$ cat src/rtl/led_defs_pkg.sv
// Shared constants and helpers for the multiplexed LED scan controller.
package led_defs;
  localparam int NUM_DIGITS = 4;
  localparam int DIGIT_W    = 4;
  localparam int BCD_MAX    = 9;
  localparam int SLOT_W     = $clog2(NUM_DIGITS);
  localparam int PWM_W      = 4;

  typedef enum logic {
    PH_BLANK = 1'b0,
    PH_DRIVE = 1'b1
  } phase_e;

  function automatic logic is_bcd(input logic [DIGIT_W-1:0] d);
    return d <= DIGIT_W'(BCD_MAX);
  endfunction
endpackage

$ cat src/rtl/led_scan_ctrl_slot_timer.sv
// Slot timing: per-slot cycle counter, slot index and BLANK/DRIVE phase.
module slot_timer
  import led_defs::*;
#(
  parameter int SLOT_CYCLES  = 12000,
  parameter int BLANK_CYCLES = 12
) (
  input  logic              hwclk,
  input  logic              rst,
  output logic [SLOT_W-1:0] slot,
  output logic              drive,
  output logic              drive_enter,
  output logic              drive_first,
  output logic              frame_end
);
  localparam int               CNT_W     = $clog2(SLOT_CYCLES);
  localparam logic [CNT_W-1:0] CNT_LAST  = CNT_W'(SLOT_CYCLES - 1);
  localparam logic [CNT_W-1:0] CNT_BLANK = CNT_W'(BLANK_CYCLES);

  phase_e            state_q, state_d;
  logic [CNT_W-1:0]  cnt_q, cnt_d;
  logic [SLOT_W-1:0] slot_q, slot_d;
  logic              slot_last;

  always_ff @(posedge hwclk) begin
    if (rst) begin
      state_q <= PH_BLANK;
      cnt_q   <= '0;
      slot_q  <= '0;
    end else begin
      state_q <= state_d;
      cnt_q   <= cnt_d;
      slot_q  <= slot_d;
    end
  end

  // Slot index is exactly SLOT_W bits wide, so 3 -> 0 wraps naturally.
  always_comb begin
    slot_last = (cnt_q == CNT_LAST);
    cnt_d     = slot_last ? '0 : cnt_q + 1'b1;
    slot_d    = slot_last ? slot_q + 1'b1 : slot_q;
    state_d   = state_q;
    case (state_q)
      PH_BLANK: if (cnt_d == CNT_BLANK) state_d = PH_DRIVE;
      PH_DRIVE: if (slot_last) state_d = PH_BLANK;
    endcase
    drive       = (state_q == PH_DRIVE);
    drive_enter = (state_q == PH_BLANK) && (state_d == PH_DRIVE);
    drive_first = drive && (cnt_q == CNT_BLANK);
    frame_end   = slot_last && (slot_q == SLOT_W'(NUM_DIGITS - 1));
    slot        = slot_q;
  end
endmodule

$ cat src/rtl/led_scan_ctrl.sv
// Four-digit multiplexed LED scanner with PWM dimming and frame-aligned
// double-buffered digit updates.
module led_scan_ctrl
  import led_defs::*;
#(
  parameter int SLOT_CYCLES  = 12000,
  parameter int BLANK_CYCLES = 12
) (
  input  logic                          hwclk,
  input  logic                          rst,
  input  logic [NUM_DIGITS*DIGIT_W-1:0] digits,
  input  logic                          load,
  input  logic [PWM_W-1:0]              brightness,
  output logic [DIGIT_W-1:0]            led,
  output logic [NUM_DIGITS-1:0]         sel,
  output logic                          load_ack,
  output logic                          frame_done,
  output logic                          bcd_err
);
  logic [SLOT_W-1:0]             slot;
  logic                          drive, drive_enter, drive_first, frame_end;
  logic [NUM_DIGITS*DIGIT_W-1:0] active_q, pend_q;
  logic                          pend_vld_q;
  logic [PWM_W-1:0]              bright_q, pwm_q;
  logic [DIGIT_W-1:0]            digit_cur;
  logic [NUM_DIGITS-1:0]         sel_hot;
  logic                          digit_ok, lit;

  slot_timer #(
    .SLOT_CYCLES (SLOT_CYCLES),
    .BLANK_CYCLES(BLANK_CYCLES)
  ) u_timer (
    .hwclk      (hwclk),
    .rst        (rst),
    .slot       (slot),
    .drive      (drive),
    .drive_enter(drive_enter),
    .drive_first(drive_first),
    .frame_end  (frame_end)
  );

  always_comb begin
    digit_cur     = active_q[int'(slot)*DIGIT_W +: DIGIT_W];
    sel_hot       = '0;
    sel_hot[slot] = 1'b1;
    digit_ok      = is_bcd(digit_cur);
    lit           = drive && digit_ok && (pwm_q < bright_q);
  end

  // Data-only capture: pending value is qualified by pend_vld_q, brightness by drive.
  always_ff @(posedge hwclk) begin
    if (load) pend_q <= digits;
    if (drive_enter) bright_q <= brightness;
  end

  // Registered frame_done marks slot 0 cycle 0 (still BLANK), so swapping
  // active there can never tear a visible frame.
  always_ff @(posedge hwclk) begin
    if (rst) begin
      active_q   <= '0;
      pend_vld_q <= 1'b0;
      pwm_q      <= '0;
      led        <= '0;
      sel        <= '0;
      load_ack   <= 1'b0;
      frame_done <= 1'b0;
      bcd_err    <= 1'b0;
    end else begin
      if (frame_done && pend_vld_q) active_q <= pend_q;
      pend_vld_q <= load || (pend_vld_q && !frame_done);
      load_ack   <= frame_done && pend_vld_q;
      pwm_q      <= drive_enter ? '0 : pwm_q + 1'b1;
      led        <= lit ? digit_cur : '0;
      sel        <= drive ? sel_hot : '0;
      frame_done <= frame_end;
      bcd_err    <= drive_first && !digit_ok;
    end
  end
endmodule

$ cat config.mk
export PLATFORM = sky130hd
export DESIGN_NAME = led_scan_ctrl
export DESIGN_NICKNAME = d
export VERILOG_FILES = /design/src/rtl/led_defs_pkg.sv /design/src/rtl/led_scan_ctrl_slot_timer.sv /design/src/rtl/led_scan_ctrl.sv
export SDC_FILE = /design/constraint.sdc
export NUM_CORES = 1
export LEC_CHECK = 0
export BUFFER_PORTS_ARGS = -buffer_cell sky130_fd_sc_hd__buf_2
export CORE_UTILIZATION = 30
export DETAILED_ROUTE_END_ITERATION = 6
export PLACE_DENSITY = 0.48
export SYNTH_ARGS = -nofsm -noshare
export SYNTH_HDL_FRONTEND = slang
export SYNTH_SLANG_ARGS = --single-unit
$ cat constraint.sdc
create_clock -name hwclk -period 3.4 [get_ports hwclk]
set_clock_uncertainty 0.15 [all_clocks]
set_input_delay 0.68 -clock hwclk [delete_from_list [all_inputs] [get_ports hwclk]]
set_output_delay 0.68 -clock hwclk [all_outputs]
set_load 0.02 [all_outputs]
After elaboration in Yosys (flattened, before gate mapping)
Index checks and enable logic that the tools add are counted.

Output and inout bits: 11. Register bits: 69.

Shift-type cells: 1. Reduce and logical (&&, ||, !) cells: 15. Equal/unequal tests: 4. Add/subtract/negate cells: 3. Mux-type cells: 6. Bitwise operators: 2. Order comparisons: 4.

Operators by type and width (count): $eq A14 B4 Y1 const B (2); $shiftx A16 B5 Y4 (1); $add A14 B1 Y14 const B (1); $eq A14 B14 Y1 const B (1); $mux W14 (1); $logic_and A1 B1 Y1 (9); $reduce_or A2 Y1 (3); $add A4 B1 Y4 const B (1); $le A4 B4 Y1 const B (1); $lt A4 B4 Y1 (1); $lt A2 B3 Y1 const B (1); $mux W1 (3); $add A2 B1 Y2 const B (1); $demux W1 S2 (1); $eq A2 B2 Y1 const B (1); $ge A2 B1 Y1 const B (1); $logic_not A1 Y1 (2); $not A1 Y1 (2); $pmux W1 S2 (1); $logic_or A1 B1 Y1 (1).

Longest topological paths before layout
Depth after elaboration: 7. Depth in mapped cells: 7. Mapped depth without buffers: 6.

Cells and area by module
From an unflattened synthesis, not the netlist that was laid out.

Cells, all modules: 271. Area total of the unflattened synthesis: 2899.0 µm².

Modules (own cells, without submodules): led_scan_ctrl (cells each 152, times used 1, area each 1863.0 µm², seq. area each 1241.2 µm²); slot_timer (cells each 119, times used 1, area each 1036.0 µm², seq. area each 340.3 µm²).

Least setup slack after synthesis
No wires, ideal clock.

Path kind: register to register. Start: register u_timer.cnt_q[0]. End: register bright_q[0] (enable). Setup slack: 1.282 ns. Stages on the path, launching flop included: 7. Clock period less this slack: 2.118 ns. Data arrival time: 1.658 ns. Data required time: 2.941 ns. Library setup time: 0.309 ns. Cell sequence: dfxtp_1 ha_1 nand4_1 nor4_1 xnor2_1 and4_1 and3_1.

Longest elaborated chain between the ends: 6. Elaborated cells between the ends (all ways): 8.

Ends and longest elaborated chain: start, declared (RTL line led_scan_ctrl_slot_timer.sv:21) `logic [CNT_W-1:0] cnt_q, cnt_d;`; start signal, assigned (RTL line led_scan_ctrl_slot_timer.sv:32) `cnt_q <= cnt_d;`; $add A14 B1 Y14 or $eq A14 B14 Y1 (tied branches) (RTL line led_scan_ctrl_slot_timer.sv:40, led_scan_ctrl_slot_timer.sv:39); $mux W14 (RTL line led_scan_ctrl_slot_timer.sv:40) `cnt_d = slot_last ? '0 : cnt_q + 1'b1;`; $eq A14 B4 Y1 (RTL line led_scan_ctrl_slot_timer.sv:44) `PH_BLANK: if (cnt_d == CNT_BLANK) state_d = PH_DRIVE;`; $mux W1 (RTL line led_scan_ctrl_slot_timer.sv:44); $pmux W1 S2 * (RTL line led_scan_ctrl_slot_timer.sv:43) `case (state_q)`; $logic_and A1 B1 Y1 * (RTL line led_scan_ctrl_slot_timer.sv:48) `drive_enter = (state_q == PH_BLANK) && (state_d == PH_DRIVE);`; net drive_enter (RTL line led_scan_ctrl.sv:21) `logic drive, drive_enter, drive_first, frame_end;`; end signal, assigned (RTL line led_scan_ctrl.sv:53) `if (drive_enter) bright_q <= brightness;`; end, declared (RTL line led_scan_ctrl.sv:24) `logic [PWM_W-1:0] bright_q, pwm_q;`.

Mark *: on every way through the listed nets, which the timed path passes. The rest lies on a longest branch. A chain may end at the register's enable or synchronous reset.

Final worst setup path
Start: register u_timer.cnt_q[2]. End: register bright_q[1] (enable).

The elaborated chain is that of the path after synthesis.

==> impl_metrics.toml <==
[die]
placeableCoreArea_sq_um = 8890
boundaryPins = 34
die_h_microns = 98.9
start_util = 0.317
dieArea_sq_um = 9780
num_rows = 34
fp.dieW_microns = 98.9

[synthesis]
synth-edff-count = 20
syn_avg_cell_area_sq_um = 10.5
synth_area_sq_um = 2820
yosysWarnings = 0
ys_seq_elements = 69
syn_inst = 267
async_reset_ff_frac = 0
yosysUniqueCellTypes = 44
synth_fp_nets = 300
synth_flop_cell = "dfxtp_1"
seq_area_frac_synth = 0.562

[sta]
tns_ns = 0
setup_viol = 0
finalMaxSlewViolations = 0
hold_viol = 0
maxSlewHeadroom = 0.512
worst_pin_slew_ns = 0.726
fin_crit_ns = 2.51
rsz0062_at_grt = "no"
period_share = 0.737
max_freq_mhz = 399

[power_and_ir_drop]
power_density_nw_per_um2 = 512
p_leak_nw = 1.22
vdd_drop_max_uv = 174

[placement]
dp.cells = 394
place_congestion = 0.829
hpwl_mm = 3.63
placed_cell_area_sq_um = 3040
port_buffers = 33

[clock_tree]
cts_tree = "yes"
clk_latency_ns = 0.34
cts_setup_buffers = 0
clockRootBuffer = "clkbuf_8"
numCtsBuffers = 9
ctsResizeCount = 0
clk_path_buf_depth = 2
hold_buffers = 0
clk_pin_slew_ns = 0.08
cts_htree_levels = 3
numClockSinks = 69

[worst_setup_path]
cp_max_fo = 7
critPathBufInv = 0
worstSetupStartpoint = "u_timer.cnt_q[2]"
crit_arrival_ns = 2.39
cp_cell_sequence = "nand3_2 -> nor3_1 -> a31o_2 -> and2_0 -> and3_1"
start_kind = "flip-flop"
critical-path-top-delay-family = "simple AND/OR/NAND/NOR gates"
r2r_start = "u_timer.cnt_q[2]"
required_ns = 3.29
critPathSlowestCell = "nor3_1"
end_kind = "flip-flop"
cpPeakStageDelay_ns = 0.59
setup.worst_path.class = "flip-flop to flip-flop"

[layout]
fillers = 901
diodes = 0
mostFrequentLayoutCell = "dfxtp_1"
fin_area_sq_um = 3260
most-common-layout-cells = "49 x dfxtp_1, 42 x nand2_1, 33 x buf_2"
final_nets = 330
layout-drive-gt1-share = 0.202
syn2layout_area_growth_pct = 15.7
layoutNonFillerInstCount = 410

[detailed_routing]
wl_mm = 5.18
drt_pre_antenna_iters = 4
antenna_left = 0
drc = 0
drtIter0Drc = 93
vias_per_cell = 4.58
wl_per_cell_microns = 12.6
via_count = 1878

[flow_run]
cap_viol_max_count = 0

[grt]
grt_pass1_wl_mm = 8.85
antenna_found_initial = 0
grt_pass1_vias = 1857
grt_overflow = 0
grt_max_degree = 35
grtUsageTotal = 0.119

[worst_hold_path]
min_from = "active_q[5]"
hp-class = "flip-flop to flip-flop"

[status]
outcome = "completed"
through the flow:
| stage | total power (W) | hold slack [ns] | worst slack [ns] | utilization |
|---|---|---|---|---|
| after floorplan | 0.000932 | 0.283 | 1.28 | - |
| after CTS | 0.00169 | 0.311 | 0.919 | 0.366 |
| final | 0.00167 | 0.307 | 0.893 | 0.366 |
| after detailed placement | 0.000955 | 0.300 | 0.934 | 0.342 |
| after global placement | 0.000956 | 0.293 | 1.05 | 0.342 |
| after global routing | 0.00173 | 0.326 | 0.700 | 0.366 |
final timing paths:
path	cells after the start	end	slack (ns)
hold reg to reg	2	active_q[5]	0.31
setup / recovery	5	bright_q[1]	0.89
setup reg to reg	5	bright_q[1]	0.89
hold / removal	2	active_q[5]	0.31
state kept, by name, summed over array words and instances (netlist names):
name,flops
active_q,16
pend_q,16
u_timer.cnt_q,14
bright_q,4
led,4
pwm_q,4
sel,4
u_timer.slot,2
bcd_err,1
frame_done,1
load_ack,1
pend_vld_q,1
u_timer.drive,1
per-layer routing:
| layer | global-route usage | vias up | share of wire |
|---|---|---|---|
| li1 | - | 981 | - |
| met3 | 0.0397 | 10 | 0.047 |
| met1 | 0.164 | 850 | 0.52 |
| met2 | 0.161 | 37 | 0.41 |
| met5 | 0 | - | 0 |
| met4 | 0.0654 | 0 | 0.024 |
synthesized netlist by cell type, types with 3 or more instances:
cell,number,share of area
a21oi_1,19,0.034
a311oi_1,5,0.016
and2_1,9,0.020
buf_4,3,0.0080
clkbuf_1,8,0.011
dfxtp_1,49,0.35
edfxtp_1,20,0.21
ha_1,10,0.044
inv_1,13,0.017
mux4_2,4,0.032
nand2_1,42,0.056
nand3_1,10,0.018
nand4_1,5,0.011
nor2_1,19,0.025
nor3_1,6,0.011
xnor2_1,7,0.022
xor2_1,7,0.022
worst reg2reg max path, stage by stage, from the launching register on:
cell	delay, ns
dfxtp_1	0.46
nand3_2	0.14
nor3_1	0.59
a31o_2	0.28
and2_0	0.28
and3_1	0.32
final cells by class:
| type | instances | area (sq um) | share of cell area |
|---|---|---|---|
| clock buffers | 9 | 124 | 0.0380 |
| clock inverters | 7 | 97.6 | 0.0300 |
| inverters | 13 | 48.8 | 0.0150 |
| multi-input cells | 171 | 1110 | 0.339 |
| flip-flops and latches | 69 | 1580 | 0.485 |
| well taps | 108 | 135 | 0.0415 |
| repair buffers | 33 | 165 | 0.0507 |
kinds of logic after synthesis:
family          synth area share
simple gates               0.190
flops                      0.562
compound gates            0.0831
buf+inv                   0.0458
xor+xnor                  0.0435
fa+ha+maj                 0.0444
mux                       0.0320
power breakdown:
group,internal (W),leakage (nW),switching (W)
sequential,0.000870,0.589,0.0000140
clock,0.000417,0.108,0.000315
combinational,0.0000237,0.527,0.0000273
(Power assumes the default switching activity.)
